[src/rtl/mem_arbiter.sv]
// Round-robin arbiter sharing one single-port memory between instruction fetch (IF)
// and load/store (LS), sequencing each access over MEM_LAT cycles.
module mem_arbiter #(
    parameter int ADDR_WIDTH = 8,
    parameter int DATA_WIDTH = 8,
    parameter int MEM_LAT    = 1
) (
    input  logic                  clk,
    input  logic                  rst,
    input  logic                  if_req,
    input  logic [ADDR_WIDTH-1:0] if_addr,
    output logic                  if_gnt,
    output logic                  if_valid,
    output logic [DATA_WIDTH-1:0] if_rdata,
    input  logic                  ls_req,
    input  logic                  ls_we,
    input  logic [ADDR_WIDTH-1:0] ls_addr,
    input  logic [DATA_WIDTH-1:0] ls_wdata,
    output logic                  ls_gnt,
    output logic                  ls_valid,
    output logic [DATA_WIDTH-1:0] ls_rdata,
    output logic [ADDR_WIDTH-1:0] mem_addr,
    output logic [DATA_WIDTH-1:0] mem_d_in,
    output logic                  mem_rwbar,
    input  logic [DATA_WIDTH-1:0] mem_d_out,
    output logic                  busy
);

    // Handshake: a requester holds req and operands until its gnt pulse; the access is
    // then committed, and exactly one valid pulse follows MEM_LAT cycles after the grant.

    localparam int CNT_W = 4;

    typedef enum logic [1:0] {
        IDLE   = 2'd0,
        ACCESS = 2'd1,
        RESP   = 2'd2
    } state_t;

    state_t           state;
    state_t           state_nxt;
    logic [CNT_W-1:0] cnt;
    logic             cur_ls;
    logic             last_ls;
    logic             pick_if;
    logic             pick_ls;
    logic             acc_done;

    always_ff @(posedge clk) begin
        if (rst) state <= IDLE;
        else     state <= state_nxt;
    end

    // On a tie the port that did not win last time is chosen.
    always_comb begin
        pick_if   = if_req && (!ls_req || last_ls);
        pick_ls   = ls_req && (!if_req || !last_ls);
        acc_done  = (state == ACCESS) && (cnt == '0);
        state_nxt = state;
        case (state)
            IDLE:    if (pick_if || pick_ls) state_nxt = ACCESS;
            ACCESS:  if (acc_done) state_nxt = RESP;
            RESP:    state_nxt = IDLE;
            default: state_nxt = IDLE;
        endcase
    end

    always_comb begin
        busy     = (state != IDLE);
        if_valid = (state == RESP) && !cur_ls;
        ls_valid = (state == RESP) && cur_ls;
    end

    always_ff @(posedge clk) begin
        if (rst) begin
            if_gnt    <= 1'b0;
            ls_gnt    <= 1'b0;
            if_rdata  <= '0;
            ls_rdata  <= '0;
            mem_addr  <= '0;
            mem_d_in  <= '0;
            mem_rwbar <= 1'b1;
            cnt       <= '0;
            cur_ls    <= 1'b0;
            last_ls   <= 1'b1;
        end else begin
            if_gnt <= 1'b0;
            ls_gnt <= 1'b0;
            case (state)
                IDLE: begin
                    if (pick_if || pick_ls) begin
                        cur_ls  <= pick_ls;
                        last_ls <= pick_ls;
                        if_gnt  <= pick_if;
                        ls_gnt  <= pick_ls;
                        cnt     <= CNT_W'(MEM_LAT - 1);
                        if (pick_ls) begin
                            mem_addr  <= ls_addr;
                            mem_d_in  <= ls_wdata;
                            mem_rwbar <= ~ls_we;
                        end else begin
                            mem_addr  <= if_addr;
                            mem_rwbar <= 1'b1;
                        end
                    end
                end
                ACCESS: begin
                    if (acc_done) begin
                        // mem_rwbar still reflects the access kind on its final edge.
                        if (mem_rwbar) begin
                            if (cur_ls) ls_rdata <= mem_d_out;
                            else        if_rdata <= mem_d_out;
                        end
                        mem_rwbar <= 1'b1;
                    end else begin
                        cnt <= cnt - 1'b1;
                    end
                end
                default: ;
            endcase
        end
    end

endmodule
[config.mk]
export PLATFORM = sky130hd
export DESIGN_NAME = mem_arbiter
export DESIGN_NICKNAME = d
export VERILOG_FILES = /design/src/rtl/mem_arbiter.sv
export SDC_FILE = /design/constraint.sdc
export NUM_CORES = 1
export LEC_CHECK = 0
export BUFFER_PORTS_ARGS = -buffer_cell sky130_fd_sc_hd__buf_2
export CORE_UTILIZATION = 35
export CTS_CLUSTER_DIAMETER = 80
export DETAILED_ROUTE_END_ITERATION = 10
export PLACE_DENSITY = 0.72
export SLEW_MARGIN = 10
export SYNTH_ARGS = -nofsm -noshare
export SYNTH_HDL_FRONTEND = slang
export SYNTH_SLANG_ARGS = --single-unit
[constraint.sdc]
create_clock -name clk -period 4.33 [get_ports clk]
set_input_delay 0.6495 -clock clk [delete_from_list [all_inputs] [get_ports clk]]
set_output_delay 0.6495 -clock clk [all_outputs]
set_load 0.05 [all_outputs]
==> results of run 1 <==
[metrics by stage]
| step | hold slack, ns | worst slack (ns) | power, mW |
|---|---|---|---|
| after floorplan | 0.430 | 2.17 | 0.599 |
| after global placement | 0.456 | 2.19 | 0.649 |
| after detailed placement | 0.460 | 2.13 | 0.651 |
| after CTS | 0.473 | 2.29 | 0.888 |
| after global routing | 0.508 | 2.18 | 0.918 |
| final | 0.473 | 2.31 | 0.875 |
[synth_stat cells (all sizes together)]
cell type and number:
a211oi 8, a21boi 1, a21o 1, a21oi 4, a22o 8, and3b 1, buf 4, clkbuf 5
dfxtp 43, ha 1, inv 5, mux2i 24, nand2 4, nand2b 2, nand3 6, nor2 27
nor2b 1, nor3 6, nor3b 2, o21a 1, o21ai 2, o31ai 1, or3 1, or3b 1
or4 1, xor2 2
[cell type report]
cell class / instances / area share, %
clock buffer: 7 / 3.59
clock inverter: 1 / 0.235
tap: 52 / 3.06
multi-input combinational: 105 / 34.0
timing repair buffer: 75 / 17.8
inverter: 5 / 0.883
sequential: 43 / 40.5
[metal layers]
| layer | vias up | GRT usage, % | part of all wire (%) |
|---|---|---|---|
| met2 | 49 | 22.3 | 45 |
| met4 | 0 | 8.67 | 2.1 |
| met5 | - | 0 | 0 |
| li1 | 708 | - | - |
| met3 | 6 | 3.13 | 5.7 |
| met1 | 577 | 17.4 | 47 |
[cells in the final DEF, fill, tap and decap left out, types with 4 or more instances in the layout]
master and count:
dfxtp_1 43, nor2_1 27, clkbuf_8 5, nand3_1 6, buf_2 74, a21oi_1 4, mux2i_1 24, a22o_1 8
inv_1 5, nand2_1 4, a211oi_1 8, nor3_1 5
[flip-flops by register name, indices dropped and copies added, names as in the netlist]
register and count:
mem_addr 8, cnt 4, last_ls 1, ls_gnt 1
ls_rdata 8, mem_d_in 8, state 2, if_rdata 8
if_gnt 1, cur_ls 1, mem_rwbar 1
[tightest hold or removal path, stage by stage, from the launching register on]
cell     delay (ns)
dfxtp_1        0.33
nand2_1        0.06
nand2_1        0.04
[worst max-delay path by stage]
stage,to,from,cells after the start
floorplan,if_valid,state[1]$_SDFFE_PP0P_,1
global placement,mem_d_in[4]$_SDFFE_PP0P_,ls_req,4
detailed placement,mem_d_in[0]$_SDFFE_PP0P_,ls_req,4
CTS,ls_rdata[4]$_SDFFE_PP0P_,cnt[0]$_SDFFE_PP0P_,6
global route,ls_rdata[0]$_SDFFE_PP0P_,cnt[0]$_SDFFE_PP0P_,6
finish,ls_rdata[4]$_SDFFE_PP0P_,cnt[0]$_SDFFE_PP0P_,6
[logic make-up after synthesis]
family	after synthesis	share of synthesized area [%]
compound gates	26	11.5
simple gates	52	15.9
buf+inv	14	3.95
xor+xnor	2	1.06
flops	43	52.2
mux	24	14.6
fa+ha+maj	1	0.759
[power groups by stage]
stage	clock network, mW	logic, mW	registers (mW)
3_3_place_gp	0	0.205	0.445
5_1_grt	0.260	0.219	0.440
6_report	0.234	0.205	0.436
4_1_cts	0.246	0.207	0.436
2_1_floorplan	0	0.0762	0.523
3_5_place_dp	0	0.207	0.444
==> flow_metrics.py, run 1 <==
metrics = {
    "route": {
        "viasPerCell": 4.65,
        "drt_wl_total_um": 3310,
        "drt_first_pass_iters": 7,
        "ant_nets": 0,
        "drc": 5,
        "vias": 1340,
        "post_drt_wl_per_cell_um": 11.5,
        "drtIter0Drc": 28,
    },
    "clocking": {
        "cts_resized": 0,
        "clockRootBuffer": "clkbuf_8",
        "clkSinkCount": 43,
        "post_cts_buffers": 0,
        "insertion_delay_ns": 0.29,
        "cts_tree": "yes",
        "clk_pin_slew_ns": 0.07,
        "htreeDepth": 2,
        "holdBufCountCts": 0,
        "clockBufferDepth": 2,
        "cts-buffers-inserted": 5,
    },
    "critical_path": {
        "critPathSlowestCell": "nor3_4",
        "rr_endpoint": "ls_rdata[4]$_SDFFE_PP0P_",
        "critPathMaxFanout": 8,
        "critPathArrivalTime_ns": 2.17,
        "endpoint_kind": "register",
        "start_kind": "register",
        "path_buf_inv": 1,
        "r2r_slack_ns": 2.31,
        "r2r_cells": 6,
        "cp_top_family": "simple AND/OR/NAND/NOR gates",
        "required_ns": 4.48,
        "crit_chain": "inv_1 -> ha_1 -> or3b_1 -> nor3_4 -> mux2i_1 -> nor2_1",
        "critPathMaxStageDelay_ns": 0.51,
        "reg2reg_from": "cnt[0]$_SDFFE_PP0P_",
        "critPathKind": "reg -> reg",
    },
    "synthesis": {
        "yosysTopAreaCell": "dfxtp_1",
        "ys_seq_area_share_pct": 52.2,
        "yosysUniqueCellTypes": 31,
        "synth_top_area_share_pct": 52.2,
        "syn_area_um2": 1650,
        "synth_fp_nets": 200,
        "yosys_warnings": 0,
        "postSynthAreaPerCell_um2": 10.2,
        "synth-seq-cells": 43,
        "synth_area_leaders": "dfxtp_1 52%, mux2i_1 15%, nor2_1 6.2%, a22o_1 4.3%, a211oi_1 3.6%",
        "netlist_instances": 162,
    },
    "floorplanning": {
        "die_w_um": 70.6,
        "io_pins": 75,
        "start_util_pct": 37.1,
        "die_y_um": 70.6,
        "rows": 24,
        "dieArea_um2": 4990,
        "core_area_um2": 4440,
    },
    "place": {
        "post-dp-hpwl_um": 2370,
        "place_area_um2": 2040,
        "placed_cells": 280,
        "gp_congestion": 0.756,
        "io_buffers": 74,
    },
    "cells_and_area": {
        "fin_util_pct": 47.8,
        "final_area_um2": 2130,
        "instances_no_fill": 288,
        "syn2layout_area_growth_pct": 29.0,
        "n_antenna_cell": 0,
        "fillCellCount": 437,
        "layout.nets": 273,
        "drive_gt1_share_pct": 35.6,
        "regArea_um2": 861,
        "multi_input_area_um2": 722,
    },
    "power": {
        "clkPwrFrac_pct": 26.8,
        "swShare_pct": 32.0,
        "power.leakage_nw": 1.05,
        "p_int_uw": 595,
        "power.density_nw_per_um2": 411,
        "irDropWorstVdd_uv": 238,
        "p_seq_share_pct": 49.8,
        "combPwrFrac_pct": 23.4,
        "netSwitchingPower_uw": 280,
    },
    "worst_hold_path": {
        "worstHoldPathCells": 2,
        "hp-class": "reg -> reg",
        "hold_end": "last_ls$_SDFFE_PP1P_",
        "min_from": "last_ls$_SDFFE_PP1P_",
    },
    "sta": {
        "period_needed_ns": 2.02,
        "clock.fmax_mhz": 495,
        "period_share_pct": 46.6,
        "fin_skew_ns": 0.00260,
        "relSlewSlack_pct": 55.6,
        "finalSetupTns_ns": 0,
        "worst_pin_slew_ns": 0.667,
        "rsz0062_at_grt": "false",
        "finalSetupViolations": 0,
        "drv_slew": 0,
        "hold_violations": 0,
    },
    "status": {
        "violations": "DRC",
        "status": "complete, but fails checks",
    },
    "global_route": {
        "grt_pass1_wl_um": 5370,
        "grt_max_degree": 36,
        "grt_use_total_pct": 14.0,
        "grt_overflow_total": 0,
        "grt_pass1_vias": 1185,
        "antenna_found_initial": 0,
    },
    "flow_run": {
        "cap_violations": 0,
    },
}
Power figures use the tool's default switching activity.
==> run 2: changes to the inputs <==
==> constraint.sdc (replaced) <==
create_clock -name clk -period 2 [get_ports clk]
set_input_delay 0.3 -clock clk [delete_from_list [all_inputs] [get_ports clk]]
set_output_delay 0.3 -clock clk [all_outputs]
set_load 0.05 [all_outputs]
==> flow_metrics.py, run 2 (synthesized netlist as in run 1, its figures left out) <==
metrics = {
    "sta": {
        "rsz0062_at_grt": "false",
        "period_share_pct": 94.2,
        "timing.final.ws_setup_ns": 0.117,
        "relSlewSlack_pct": 62.1,
        "fin_skew_ns": 0.00402,
        "finalSetupTns_ns": 0,
        "drv_slew": 0,
        "period_needed_ns": 1.88,
        "worst_pin_slew_ns": 0.568,
        "hold_violations": 0,
        "finalSetupViolations": 0,
        "clock.fmax_mhz": 531,
        "hold_ws_ns": 0.216,
    },
    "cells_and_area": {
        "drive_gt1_share_pct": 38.4,
        "final_common_cell": "buf_2",
        "syn2layout_area_growth_pct": 33.3,
        "layout_common_cells": "74 x buf_2, 43 x dfxtp_1, 27 x nor2_1, 24 x mux2i_1, 10 x buf_4",
        "layout.nets": 282,
        "instances_no_fill": 297,
        "n_antenna_cell": 0,
    },
    "route": {
        "drt_first_pass_iters": 7,
        "maxUsedRoutingLayer": "met4",
        "drt_wl_total_um": 3510,
        "viasPerCell": 4.75,
        "ant_nets": 0,
        "drc": 6,
        "drt-met1-wl_um": 1570,
        "vias": 1412,
        "drtIter0Drc": 48,
        "wl_met3_um": 171,
        "wl_met2_um": 1720,
        "post_drt_wl_per_cell_um": 11.8,
    },
    "floorplanning": {
        "io_pins": 75,
        "core_area_um2": 4440,
        "rows": 24,
        "die_w_um": 70.6,
        "die_y_um": 70.6,
        "start_util_pct": 37.1,
        "dieArea_um2": 4990,
    },
    "clocking": {
        "clockBufferDepth": 2,
        "cts_tree": "yes",
        "insertion_delay_ns": 0.29,
        "cts_resized": 0,
        "post_cts_buffers": 0,
        "cts-buffers-inserted": 5,
        "clk_pin_slew_ns": 0.08,
        "htreeDepth": 2,
        "holdBufCountCts": 0,
        "clockRootBuffer": "clkbuf_8",
        "clkSinkCount": 43,
    },
    "power": {
        "irDropWorstVdd_uv": 397,
        "power.density_nw_per_um2": 879,
        "power.leakage_nw": 1.09,
        "power_mw": 1.93,
    },
    "critical_path": {
        "rr_endpoint": "if_rdata[0]$_SDFFE_PP0P_",
        "endpoint_kind": "register",
        "reg2reg_from": "cnt[0]$_SDFFE_PP0P_",
        "start_kind": "register",
        "critPathArrivalTime_ns": 2.06,
        "required_ns": 2.17,
        "r2r_slack_ns": 0.12,
        "critPathMaxFanout": 8,
        "r2r_cells": 6,
        "critPathKind": "reg -> reg",
    },
    "global_route": {
        "grt_max_degree": 26,
        "grt_pass1_wl_um": 5820,
        "grt_pass1_vias": 1309,
        "grt_use_total_pct": 15.1,
        "antenna_found_initial": 0,
        "grt_overflow_total": 0,
    },
    "status": {
        "violations": "DRC",
        "status": "complete, but fails checks",
    },
    "place": {
        "dp_slack_ns": 0.114,
        "placed_cells": 289,
        "gp_congestion": 0.778,
        "io_buffers": 74,
        "post-dp-hpwl_um": 2610,
    },
    "worst_hold_path": {
        "hp-class": "in -> reg",
        "hold_end": "mem_d_in[0]$_SDFFE_PP0P_",
        "worstHoldPathCells": 2,
        "min_from": "ls_wdata[0]",
    },
    "flow_run": {
        "cap_violations": 0,
    },
}
-- run 2: cell types whose count changed in the layout (fill, tap and decap cells not counted), sizes merged --
cell,change
buf,+9
clkbuf,-1
clkinvlp,+1
-- run 2: worst max-delay path by stage --
| stage | start | end | slack, ns | cells past startpoint |
|---|---|---|---|---|
| 6_report | cnt[0]$_SDFFE_PP0P_ | if_rdata[0]$_SDFFE_PP0P_ | 0.12 | 6 |
| 5_1_grt | cnt[0]$_SDFFE_PP0P_ | if_rdata[1]$_SDFFE_PP0P_ | 0.01 | 6 |
| 3_5_place_dp | cnt[0]$_SDFFE_PP0P_ | if_rdata[2]$_SDFFE_PP0P_ | 0.11 | 6 |
| 2_1_floorplan | cnt[0]$_SDFFE_PP0P_ | if_rdata[3]$_SDFFE_PP0P_ | 0.13 | 8 |
| 3_3_place_gp | cnt[0]$_SDFFE_PP0P_ | if_rdata[5]$_SDFFE_PP0P_ | 0.20 | 6 |
| 4_1_cts | cnt[0]$_SDFFE_PP0P_ | if_rdata[5]$_SDFFE_PP0P_ | 0.10 | 6 |
-- run 2: power breakdown --
| group | internal, mW | leakage (nW) | switching, mW | total [mW] |
|---|---|---|---|---|
| Combinational | 0.145 | 0.698 | 0.318 | 0.462 |
| Sequential | 0.913 | 0.352 | 0.0307 | 0.943 |
| Clock | 0.244 | 0.0412 | 0.281 | 0.525 |
| Total | 1.30 | 1.09 | 0.629 | 1.93 |
-- run 2: critical path, stage by stage, from the launching register on --
cell and delay [ns]:
dfxtp_1 0.33, inv_1 0.08, ha_1 0.15, or3b_1 0.42, or4_4 0.55, mux2i_1 0.19
nor2_1 0.05
-- run 2: per-layer routing --
layer,GRT usage [%],vias up
met1,18.1,633
met5,0,-
met3,4.27,2
li1,-,731
met2,25.8,46
met4,6.00,0
-- run 2: per-stage QoR --
stage,cell area (µm²),util (%)
global placement,2110,47.5
finish,2200,49.4
CTS,2200,49.4
detailed placement,2110,47.5
floorplan,1650,-
global route,2200,49.4
-- run 2: area by class of cell --
cell class,instances,area (µm²)
Fill cell,432,2250
Sequential cell,43,861
Multi-Input combinational cell,105,722
Timing Repair Buffer,84,445
Clock buffer,6,72.6
Tap cell,52,65.1
Inverter,5,18.8
Clock inverter,2,12.5
==> run 3: changes to the inputs <==
--- a/config.mk
+++ b/config.mk
@@ -5,11 +5,12 @@
 export SDC_FILE = /design/constraint.sdc
 export NUM_CORES = 1
 export LEC_CHECK = 0
+export ABC_AREA = 1
 export BUFFER_PORTS_ARGS = -buffer_cell sky130_fd_sc_hd__buf_2
 export CORE_UTILIZATION = 35
 export CTS_CLUSTER_DIAMETER = 80
 export DETAILED_ROUTE_END_ITERATION = 10
-export PLACE_DENSITY = 0.72
+export PLACE_DENSITY = 0.7
 export SLEW_MARGIN = 10
 export SYNTH_ARGS = -nofsm -noshare
 export SYNTH_HDL_FRONTEND = slang
==> flow_metrics.py, run 3 <==
metrics = {
    "status": {
        "status": "finished clean",
    },
    "clocking": {
        "cts_resized": 0,
        "insertion_delay_ns": 0.30,
        "cts-buffers-inserted": 5,
        "post_cts_buffers": 0,
        "clk_pin_slew_ns": 0.08,
        "holdBufCountCts": 0,
        "clkSinkCount": 43,
        "htreeDepth": 2,
        "cts_tree": "yes",
        "clockBufferDepth": 2,
        "clockRootBuffer": "clkbuf_8",
    },
    "cells_and_area": {
        "fillCellCount": 546,
        "regArea_um2": 861,
        "syn2layout_area_growth_pct": 27.9,
        "n_antenna_cell": 0,
        "multi_input_area_um2": 858,
        "final_common_cell": "buf_2",
        "layout.nets": 364,
        "drive_gt1_share_pct": 31.2,
        "layout_common_cells": "74 x buf_2, 67 x nand2_1, 50 x nor2_1, 43 x dfxtp_1, 17 x inv_1",
    },
    "power": {
        "combPwrFrac_pct": 41.2,
        "p_seq_share_pct": 39.3,
        "irDropWorstVdd_uv": 645,
        "clkPwrFrac_pct": 19.5,
        "power.leakage_nw": 1.23,
        "power.density_nw_per_um2": 1160,
        "netSwitchingPower_mw": 1.20,
        "swShare_pct": 44.2,
        "p_int_mw": 1.52,
    },
    "sta": {
        "relSlewSlack_pct": 72.1,
        "finalSetupViolations": 0,
        "worst_pin_slew_ns": 0.418,
        "period_needed_ns": 1.53,
        "clock.fmax_mhz": 656,
        "hold_violations": 0,
        "timing.final.ws_setup_ns": 0.475,
        "hold_ws_ns": 0.189,
        "period_share_pct": 76.3,
        "fin_skew_ns": 0.00333,
        "rsz0062_at_grt": "false",
        "finalSetupTns_ns": 0,
        "drv_slew": 0,
    },
    "synthesis": {
        "synth_area_leaders": "dfxtp_1 47%, nand2_1 14%, nor2_1 10%, nand4_1 5.4%, inv_1 3.5%",
        "yosysTopAreaCell": "dfxtp_1",
        "ys.flop_type": "dfxtp_1",
        "synth_top_area_share_pct": 46.8,
        "synth_edf_count": 0,
        "synth_adder_area_share_pct": 0.681,
        "syn_area_um2": 1840,
        "postSynthAreaPerCell_um2": 7.35,
        "synthXorXnorAreaFrac_pct": 0,
        "async_flop_share_pct": 0,
        "synth_fp_nets": 288,
        "yosysUniqueCellTypes": 26,
        "synth_top_family_by_area": "simple AND/OR/NAND/NOR gates",
        "synth_compound_area_share_pct": 7.01,
        "netlist_instances": 250,
        "yosys_warnings": 0,
        "synth-seq-cells": 43,
        "synthMuxAreaShare_pct": 0,
        "synth_most_common_cell": "nand2_1",
        "yosys.area_share.simple_pct": 39.0,
        "ys_seq_area_share_pct": 46.8,
        "synth_common_cells": "67 x nand2_1, 50 x nor2_1, 43 x dfxtp_1, 17 x inv_1, 16 x nand4_1",
    },
    "place": {
        "dp_slack_ns": 0.663,
        "io_buffers": 74,
        "gp_congestion": 0.798,
        "post-dp-hpwl_um": 3040,
    },
    "route": {
        "post_drt_wl_per_cell_um": 10.2,
        "drc": 0,
        "viasPerCell": 4.42,
        "vias": 1754,
        "drt_wl_total_um": 4060,
        "drt_first_pass_iters": 4,
        "ant_nets": 0,
        "drtIter0Drc": 79,
    },
    "critical_path": {
        "crit_chain": "inv_1 -> nor3_1 -> buf_2",
        "critPathMaxStageDelay_ns": 0.39,
        "critPathKind": "reg -> out",
        "critPathArrivalTime_ns": 1.23,
        "endpoint_kind": "output port",
        "required_ns": 1.70,
        "start_kind": "register",
        "cp-startpoint": "cur_ls$_SDFFE_PP0P_",
        "critPathSlowestCell": "dfxtp_1",
        "critPathMaxFanout": 4,
        "reg2reg_from": "cnt[0]$_SDFFE_PP0P_",
    },
    "global_route": {
        "antenna_found_initial": 0,
        "grt_max_degree": 27,
        "grt_overflow_total": 0,
        "grt_use_total_pct": 16.0,
        "grt_pass1_vias": 1647,
        "grt_pass1_wl_um": 6800,
    },
    "floorplanning": {
        "core_area_um2": 5070,
        "io_pins": 75,
        "rows": 26,
        "start_util_pct": 36.2,
        "die_y_um": 74.5,
        "dieArea_um2": 5550,
        "die_w_um": 74.5,
    },
    "flow_run": {
        "cap_violations": 0,
    },
    "worst_hold_path": {
        "hp-class": "in -> reg",
        "min_from": "ls_wdata[0]",
    },
}
==> run 3: power by group through the flow <==
stage	combinational, mW	sequential (mW)	clock, mW
global route	1.23	1.08	0.593
floorplan	0.560	1.42	0
finish	1.12	1.07	0.531
global placement	1.11	1.08	0
CTS	1.13	1.07	0.552
detailed placement	1.13	1.09	0
==> run 3: area by class of cell <==
| cell class | count | share of cell area [%] |
|---|---|---|
| clock inverters | 1 | 0.213 |
| inverters | 23 | 3.94 |
| repair buffers | 74 | 15.8 |
| flip-flops and latches | 43 | 36.6 |
| multi-input cells | 179 | 36.5 |
| clock buffers | 7 | 3.25 |
| well taps | 70 | 3.73 |
==> run 3: path summary, 6_finish.rpt <==
check / end / slack (ns) / cells after the start
worst min-delay path: mem_d_in[0]$_SDFFE_PP0P_ / 0.19 / 3
worst min register to register: mem_addr[6]$_SDFFE_PP0P_ / 0.45 / 2
worst max-delay path: ls_valid / 0.47 / 3
worst max register to register: if_rdata[4]$_SDFFE_PP0P_ / 0.66 / 8
==> run 3: routing by layer <==
layer / up-vias / global-route usage [%] / wire length (µm)
met4: 0 / 5.66 / 55
met5: - / 0 / 0
met3: 6 / 4.88 / 316
met1: 738 / 19.8 / 1950
met2: 65 / 26.2 / 1730
li1: 945 / - / -
==> run 3: critical path: cells and delay by family, from the launching register on <==
family | cells | cell delay [ns]
flops | 1 | 0.39
buf+inv | 2 | 0.37
simple gates | 1 | 0.17
==> run 3: logic make-up after synthesis <==
| kind of cell | after synthesis |
|---|---|
| buffers and inverters | 28 |
| AOI/OAI and AO/OA | 22 |
| adders and majority gates | 1 |
| and+or+nand+nor | 156 |
| DFF | 43 |
==> run 3: metrics by stage <==
stage	utilization (%)	power, mW	cell area, µm²	instances
2_1_floorplan	-	1.98	1840	250
3_3_place_gp	44.7	2.20	2270	389
3_5_place_dp	44.7	2.21	2270	389
4_1_cts	46.3	2.75	2350	397
5_1_grt	46.3	2.91	2350	397
6_report	46.3	2.72	2350	397
